<file path="config.mk">
export PLATFORM = sky130hd
export DESIGN_NAME = hs_toggle_tx
export DESIGN_NICKNAME = d
export VERILOG_FILES = /design/src/rtl/hs_toggle_tx.sv
export SDC_FILE = /design/constraint.sdc
export NUM_CORES = 1
export LEC_CHECK = 0
export CAP_MARGIN = 20
export CORE_ASPECT_RATIO = 0.7
export CORE_MARGIN = 2
export CORE_UTILIZATION = 29
export DETAILED_ROUTE_END_ITERATION = 6
export PLACE_DENSITY = 0.58
export SYNTH_ARGS = -nofsm -noshare
export SYNTH_HDL_FRONTEND = slang
export SYNTH_SLANG_ARGS = --single-unit
export TNS_END_PERCENT = 20
</file>
<file path="constraint.sdc">
create_clock -name clk -period 4.8 [get_ports clk]
set_input_delay 0.72 -clock clk [delete_from_list [all_inputs] [get_ports clk]]
set_output_delay 0.72 -clock clk [all_outputs]
set_load 0.1 [all_outputs]
</file>
<file path="src/rtl/hs_toggle_tx.sv">
// hs_toggle_tx: source half of a toggle-handshake CDC. Captures one word, flips
// req_tgl, then waits for the synchronized ack level to match before accepting
// the next word. A sticky timeout flags an overdue acknowledge.
module hs_toggle_tx #(
    parameter int unsigned DATA_W      = 8,
    parameter int unsigned SYNC_STAGES = 2,
    parameter int unsigned TO_CYCLES   = 1023
) (
    input  logic              clk,
    input  logic              rst_n,
    input  logic              src_valid,
    input  logic [DATA_W-1:0] src_data,
    output logic              src_ready,
    output logic              req_tgl,
    output logic [DATA_W-1:0] xfer_data,
    input  logic              ack_tgl,
    output logic              done,
    output logic              timeout,
    input  logic              clr_timeout
);

    localparam int unsigned CntW = (TO_CYCLES == 0) ? 1 : $clog2(TO_CYCLES + 1);
    localparam logic [CntW-1:0] CntMax = CntW'(TO_CYCLES);
    localparam bit ToEnable = (TO_CYCLES != 0);

    typedef enum logic [0:0] {StIdle, StWait} state_e;

    state_e                 state_q, state_d;
    logic                   req_q, req_d;
    logic [DATA_W-1:0]      data_q, data_d;
    logic                   done_q, done_d;
    logic                   to_q, to_d;
    logic [CntW-1:0]        cnt_q, cnt_d;
    logic [SYNC_STAGES-1:0] sync_q;
    logic                   ack_s;
    logic                   accept;

    assign ack_s     = sync_q[SYNC_STAGES-1];
    assign src_ready = (state_q == StIdle);
    assign accept    = src_valid && src_ready;

    assign req_tgl   = req_q;
    assign xfer_data = data_q;
    assign done      = done_q;
    assign timeout   = to_q;

    // Ack synchronizer: the only place ack_tgl is sampled.
    always_ff @(posedge clk or negedge rst_n) begin
        if (!rst_n) begin
            sync_q <= '0;
        end else begin
            sync_q <= {sync_q[SYNC_STAGES-2:0], ack_tgl};
        end
    end

    // Next-state, capture, completion and timeout logic.
    always_comb begin
        state_d = state_q;
        req_d   = req_q;
        data_d  = data_q;
        done_d  = 1'b0;
        cnt_d   = cnt_q;
        to_d    = to_q;

        if (clr_timeout) begin
            to_d = 1'b0;
        end

        unique case (state_q)
            StIdle: begin
                // Ack changes seen here are a destination protocol error; ignored.
                if (accept) begin
                    data_d  = src_data;
                    req_d   = ~req_q;
                    cnt_d   = '0;
                    state_d = StWait;
                end
            end
            StWait: begin
                if (cnt_q != CntMax) begin
                    cnt_d = cnt_q + 1'b1;
                end
                // Set beats a simultaneous clear.
                if (ToEnable && (cnt_q == CntMax)) begin
                    to_d = 1'b1;
                end
                if (ack_s == req_q) begin
                    state_d = StIdle;
                    done_d  = 1'b1;
                end
            end
            default: state_d = StIdle;
        endcase
    end

    // State and datapath registers.
    always_ff @(posedge clk or negedge rst_n) begin
        if (!rst_n) begin
            state_q <= StIdle;
            req_q   <= 1'b0;
            data_q  <= '0;
            done_q  <= 1'b0;
            to_q    <= 1'b0;
            cnt_q   <= '0;
        end else begin
            state_q <= state_d;
            req_q   <= req_d;
            data_q  <= data_d;
            done_q  <= done_d;
            to_q    <= to_d;
            cnt_q   <= cnt_d;
        end
    end

endmodule

</file>
== After elaboration in Yosys (flattened, before gate mapping) ==
Cells that the tools add are included.

* Input port bits: 13
* Output and inout bits: 12
* Logic and storage cells: 29
* Register bits: 24

* Equality and inequality tests: 5
* Muxes and demuxes: 11
* $add $sub $neg: 1
* Bitwise logic cells: 2
* Reductions and logical operators: 3

{| class="wikitable"
|+ Operators with widths
! operator !! count
|-
| 10-bit two-way mux || 2
|-
| 10-bit one-hot mux with 2 select lines || 1
|-
| 10-bit by 1-bit adder with 10-bit output (second input constant) || 1
|-
| 10-bit equality test (second input constant) || 1
|-
| 10-bit inequality test (second input constant) || 1
|-
| 1-bit two-way mux || 7
|-
| 2-bit by 1-bit inequality test with 1-bit output (second input constant) || 2
|-
| 2-bit AND reduction || 2
|-
| 1-bit inverter || 2
|-
| 1-bit one-hot mux with 2 select lines || 1
|-
| 1-bit equality test || 1
|-
| 1-bit logical AND || 1
|}

== Depth between registers and ports, before layout ==
Gate-level depths: netlist of the first run.

* Word-level depth: 4
* Mapped depth: 4
* Gate-level depth less buffers: 4

== Worst setup path before layout of the first run ==
OpenSTA, ideal clock, no wires.

* Path type: register to output
* Start: register req_q (netlist: req_tgl)
* End: output port req_tgl
* Path slack: 3.142 ns
* Stages on the path, launching flop included: 1
* Arrival: 0.938 ns
* Path through: dfrtp_1

{| class="wikitable"
|+ RTL lines
! item !! line !! text
|-
| from (decl) || 29 || <nowiki>logic req_q, req_d;</nowiki>
|-
| from (signal assigned) || 107 || <nowiki>req_q <= req_d;</nowiki>
|-
| to (decl) || 14 || <nowiki>output logic req_tgl,</nowiki>
|}

No word-level cell between the ends.

== Worst setup path in the final report of the first run ==
* Start: register state_q
* End: output port src_ready

* Longest elaborated chain between the ends: 1

{| class="wikitable"
|+ RTL lines
! item !! line !! text
|-
| from (decl) || 28 || <nowiki>state_e state_q, state_d;</nowiki>
|-
| from (signal assigned) || 99 || <nowiki>state_q <= StIdle;</nowiki>
|-
| from (signal assigned) || 106 || <nowiki>state_q <= state_d;</nowiki>
|-
| 1-bit inverter (no source line) || -- ||
|-
| to (decl) || 13 || <nowiki>output logic src_ready,</nowiki>
|}

No other way between the ends.

==> results of run 1 <==
[how the worst max path moves through the flow]
stage / end / startpoint / slack (ps) / cells past startpoint
floorplan: req_tgl / req_tgl$_DFFE_PN0P_ / 3140 / 0
global placement: src_ready / state_q$_DFF_PN0_ / 2350 / 2
detailed placement: src_ready / state_q$_DFF_PN0_ / 2330 / 2
CTS: src_ready / state_q$_DFF_PN0_ / 2030 / 2
global route: src_ready / state_q$_DFF_PN0_ / 1970 / 2
finish: src_ready / state_q$_DFF_PN0_ / 2020 / 2
[cell usage after synthesis (all sizes together)]
cell and n:
nand2b 1, and3 3, nor4 2, dfrtp 24, o21ai 1, o31a 1
a211oi 3, mux2i 2, a21oi 3, a31oi 6, buf 4, nand4 1
nor3 2, nand2 5, nor2 5, ha 1, inv 4, xor2 1
o22ai 1, mux2 9, a41o 1, a22o 1, xnor2 1, and4 3
and2 2, a311oi 2, nor2b 1, a41oi 1, nand3 3
[final cells by class]
class | count | area (um^2)
multi-input combinational | 62 | 465
tap | 50 | 62.6
clock buffer | 3 | 41.3
inverter | 4 | 15.0
fill | 358 | 2120
clock inverter | 1 | 30.0
sequential | 24 | 601
timing repair buffer | 25 | 268
[worst max-delay path, delay by kind of cell (launching register included)]
kind | cells | cell delay (ps)
buffers and inverters | 2 | 1280
flip-flops | 1 | 510
[per-stage QoR]
| step | hold slack, ps | utilization, % | cells |
|---|---|---|---|
| 5_1_grt | 377 | 41.1 | 169 |
| 4_1_cts | 361 | 40.4 | 168 |
| 2_1_floorplan | 331 | - | 94 |
| 3_5_place_dp | 340 | 38.4 | 164 |
| 6_report | 356 | 41.1 | 169 |
| 3_3_place_gp | 337 | 38.4 | 164 |
[registers in the layout, summed over array words and instances, names as in the netlist]
name,flops
xfer_data,8
timeout,1
cnt_q,10
state_q,1
done,1
req_tgl,1
sync_q,2
[kinds of logic after synthesis]
kind of cell	share of synthesized area (%)
xor+xnor	1.57
simple gates	14.7
mux	11.2
buf+inv	4.27
fa+ha+maj	1.12
compound gates	13.1
flops	53.9
[layer usage]
layer  vias up  share of wire, %  GRT usage [%]
met5         -                 0              0
met4         0              0.73           2.76
met3         4                11           6.66
met2        39                41           15.0
met1       412                47           17.1
li1        398                 -              -
==> flow_summary.json, run 1 <==
{
  "status": "completed",
  "hold-path-endpoint": "sync_q[1]$_DFF_PN0_",
  "pre_cts_ws_ps": 2330,
  "drv_slew": 0,
  "timing.critical_path.fanout_max": 12,
  "cts_made_buffers": 3,
  "post_synth.cell_area_avg_um2": 11.8,
  "drt_pre_antenna_iters": 4,
  "ys_ff_latch": 24,
  "cp.arrival_ps": 2060,
  "crit_slowest_cell": "sky130_fd_sc_hd__clkdlybuf4s50_1",
  "synth.top_cells.by_area": "sky130_fd_sc_hd__dfrtp_1 54%, sky130_fd_sc_hd__mux2_2 8.1%, sky130_fd_sc_hd__a31oi_1 3.4%",
  "fin_nets": 134,
  "clock_tree.buffer_depth": 2,
  "ctsHtreeMaxLevel": 1,
  "die_area_um2": 4360,
  "synth_top_area_share_pct": 53.9,
  "mappedNetlistNets": 108,
  "ff2ff_path_depth": 4,
  "worst_hold_startpoint": "sync_q[0]$_DFF_PN0_",
  "post_cts.resized_instances": 0,
  "synth_cell_type_count": 37,
  "place.port_buffers": 24,
  "ys_seq_area_share_pct": 53.9,
  "critical_path.max_stage_delay_ps": 1140,
  "r2r_slack_ps": 3140,
  "setup_slack_ps": 2020,
  "drc_errors": 0,
  "worst_pin_slew_ps": 986,
  "cts.repair_timing.setup_buffer_count": 0,
  "hold_viol": 0,
  "placementRows": 18,
  "dieHeight_um": 55.8,
  "startpoint_class": "flip-flop",
  "relSlewSlack_pct": 34.0,
  "synthesized_instance_count": 94,
  "cts_hold_buf": 0,
  "required_ps": 4080,
  "setup_viol": 0,
  "cts.clk_slew.worst_paths_ps": 90,
  "io_pins": 25,
  "layout_common_cells": "24 x sky130_fd_sc_hd__dfrtp_1, 24 x sky130_fd_sc_hd__clkdlybuf4s50_1, 8 x sky130_fd_sc_hd__mux2_2, 6 x sky130_fd_sc_hd__a31oi_1",
  "path_class": "reg -> out",
  "timing.rr.start": "cnt_q[0]$_DFFE_PN0P_",
  "timing.clock.skew_ps": 6.15,
  "initial_utilization_pct": 30.9,
  "antenna_cells_inserted": 0,
  "core_um2": 3600,
  "grt_setup_unrepaired": "false",
  "wire_length_of_the_first_global_routing_pass_um": 4110,
  "wirelength_um": 2340,
  "layout_min_cycle_time_ps": 2780,
  "post_route_cells_drive_above_1_share_pct": 16.8,
  "antenna_left": 0,
  "detailed_place_hpwl_um": 1640,
  "finalInstanceArea_um2": 1480,
  "yosys_warnings": 0,
  "cp_capture_type": "output pin",
  "holdCritPathClass": "reg -> reg",
  "clock_sinks": 24,
  "clock_latency_ps": 270,
  "finalSetupTns_ps": 0,
  "drtIter0Drc": 114,
  "dpl_cell_area_um2": 1380,
  "layout_worst_path_cycle_share_pct": 57.9,
  "timing.hold.worst_path_depth": 0,
  "grt_start_max_net_pins": 25,
  "grt-ovfl-total": 0,
  "timing.max_cap.violations": 0,
  "netlist_area_um2": 1110,
  "cts_tree": "built",
  "root_buffer_cell": "sky130_fd_sc_hd__clkbuf_8",
  "antenna_violations_before_repair": 0,
  "netlist.top_cell.by_area": "sky130_fd_sc_hd__dfrtp_1",
  "areaGrowthSynthToFinish_pct": 33.1,
  "place.gp.congestion": 0.840,
  "worstPathCellList": "inv_2, clkdlybuf4s50_1",
  "die_width_um": 78.1,
  "rr_endpoint": "cnt_q[0]$_DFFE_PN0P_",
  "detail_route.wl_per_cell_um": 13.8,
  "global_routing_usage_summed_across_all_routing_layers_pct": 11.8,
  "viasPerCell": 5.05,
  "grt_pass1_vias": 812,
  "via_count": 853,
  "max_clock_freq_ghz": 0.360
}
Power of run 1 is left out: the tool's default activity adds up to more than one toggle a clock period on the data nets, which glitch-free logic cannot reach.
==> inputs of run 2 (changes only) <==
--- a/config.mk
+++ b/config.mk
@@ -10,7 +10,7 @@
 export CORE_MARGIN = 2
 export CORE_UTILIZATION = 29
 export DETAILED_ROUTE_END_ITERATION = 6
-export PLACE_DENSITY = 0.58
+export PLACE_DENSITY = 0.6
 export SYNTH_ARGS = -nofsm -noshare
 export SYNTH_HDL_FRONTEND = slang
 export SYNTH_SLANG_ARGS = --single-unit
==> constraint.sdc (replaced) <==
create_clock -name clk -period 2.3 [get_ports clk]
set_input_delay 0.345 -clock clk [delete_from_list [all_inputs] [get_ports clk]]
set_output_delay 0.345 -clock clk [all_outputs]
set_load 0.1 [all_outputs]
==> flow_summary.json, run 2 (synthesis gave the netlist of run 1 again) <==
{
  "dieHeight_um": 55.8,
  "dpl_cell_area_um2": 1360,
  "multiInputGateArea_um2": 465,
  "layout_common_cells": "24 x sky130_fd_sc_hd__dfrtp_1, 13 x sky130_fd_sc_hd__buf_4, 12 x sky130_fd_sc_hd__clkdlybuf4s50_1, 8 x sky130_fd_sc_hd__mux2_2, 6 x sky130_fd_sc_hd__a31oi_1",
  "core_um2": 3600,
  "final_common_cell": "sky130_fd_sc_hd__dfrtp_1",
  "place.port_buffers": 24,
  "met2_wirelength_um": 1200,
  "die_width_um": 78.1,
  "finalInstanceArea_um2": 1400,
  "post_route_cells_drive_above_1_share_pct": 26.3,
  "root_buffer_cell": "sky130_fd_sc_hd__clkbuf_8",
  "wirelength_um": 2470,
  "global_routing_usage_summed_across_all_routing_layers_pct": 11.8,
  "drtIter0Drc": 93,
  "wire_length_of_the_first_global_routing_pass_um": 4040,
  "holdCritPathClass": "reg -> reg",
  "clock_sinks": 24,
  "timing.clock.skew_ps": 5.50,
  "layout.area.seq_um2": 601,
  "relSlewSlack_pct": 63.3,
  "largest-register": "cnt_q",
  "drv_slew": 0,
  "cts_made_buffers": 3,
  "grt_setup_unrepaired": "false",
  "via_count": 843,
  "fin_nets": 134,
  "r2r_slack_ps": 610,
  "place.gp.congestion": 0.877,
  "status": "completed",
  "ctsHtreeMaxLevel": 1,
  "finalSetupTns_ps": 0,
  "worst_pin_slew_ps": 550,
  "fillers": 347,
  "timing.critical_path.fanout_max": 6,
  "largest_register_ffs": 10,
  "detail_route.wirelength.met1_um": 1120,
  "initial_utilization_pct": 30.9,
  "viasPerCell": 5.02,
  "cts.clk_slew.worst_paths_ps": 80,
  "detail_route.wl_per_cell_um": 14.7,
  "drc_errors": 0,
  "die_area_um2": 4360,
  "antenna_left": 0,
  "startpoint_class": "flip-flop",
  "io_pins": 25,
  "grt_pass1_vias": 832,
  "timing.max_cap.violations": 0,
  "cts.repair_timing.setup_buffer_count": 0,
  "cts_hold_buf": 0,
  "layout_worst_path_cycle_share_pct": 73.3,
  "clock_latency_ps": 260,
  "antenna_cells_inserted": 0,
  "max_clock_freq_ghz": 0.593,
  "cts_tree": "built",
  "drt_pre_antenna_iters": 4,
  "hold_viol": 0,
  "worstPathCellList": "ha_1, and4_1, a41o_1, mux2_4",
  "path_class": "reg -> reg",
  "met3WireLength_um": 131,
  "setup_viol": 0,
  "post-route-util_pct": 38.9,
  "placementRows": 18,
  "critical_path.max_stage_delay_ps": 450,
  "areaGrowthSynthToFinish_pct": 26.0,
  "grt_start_max_net_pins": 25,
  "layout_min_cycle_time_ps": 1690,
  "crit_slowest_cell": "sky130_fd_sc_hd__dfrtp_1",
  "cp_capture_type": "flip-flop",
  "highest_layer": "met4",
  "required_ps": 2460,
  "detailed_place_hpwl_um": 1820,
  "cp.arrival_ps": 1840,
  "post_cts.resized_instances": 0,
  "grt-ovfl-total": 0,
  "antenna_violations_before_repair": 0,
  "clock_tree.buffer_depth": 2
}
[run 2: changes by cell type in the layout (fill, tap and decap cells not counted)]
cell,change
sky130_fd_sc_hd__buf_16,-1
sky130_fd_sc_hd__buf_4,+13
sky130_fd_sc_hd__bufinv_16,-1
sky130_fd_sc_hd__clkdlybuf4s50_1,-12
[run 2: area by class of cell]
cell class / instances / share of cell area (%)
clock buffer: 3 / 2.94
tap: 50 / 4.46
timing repair buffer: 25 / 15.5
inverter: 4 / 1.07
sequential: 24 / 42.8
multi-input combinational: 62 / 33.2
[run 2: final timing paths]
kind                                            endpoint  depth (start not counted)                 start
worst max-delay path                cnt_q[0]$_DFFE_PN0P_                          4  cnt_q[0]$_DFFE_PN0P_
worst min-delay path                 sync_q[1]$_DFF_PN0_                          0   sync_q[0]$_DFF_PN0_
worst max register to register      cnt_q[0]$_DFFE_PN0P_                          4  cnt_q[0]$_DFFE_PN0P_
worst min register to register       sync_q[1]$_DFF_PN0_                          0   sync_q[0]$_DFF_PN0_
max in group asynchronous           cnt_q[5]$_DFFE_PN0P_                          2                 rst_n
min in group asynchronous       xfer_data[0]$_DFFE_PN0P_                          2                 rst_n
[run 2: critical path, delay by kind of cell (launching register included)]
family / cells / cell delay, ps
AO/OA/AOI/OAI: 1 / 270
AND/OR/NAND/NOR: 1 / 280
multiplexers: 1 / 260
flip-flops: 1 / 450
adder cells (fa/ha/maj): 1 / 320
[run 2: layer usage]
metal	vias to the layer above	track usage [%]
met5	-	0
met4	0	2.26
met3	2	3.57
met2	30	18.8
met1	413	16.0
li1	398	-
[run 2: through the flow]
step           instances  hold WS (ps)  setup WS (ps)
2_1_floorplan         94          49.4            783
3_3_place_gp         165           336            601
3_5_place_dp         165           343            545
4_1_cts              168           362            626
5_1_grt              168           371            554
6_report             168           359            614
Power of run 2 is left out for the same reason.
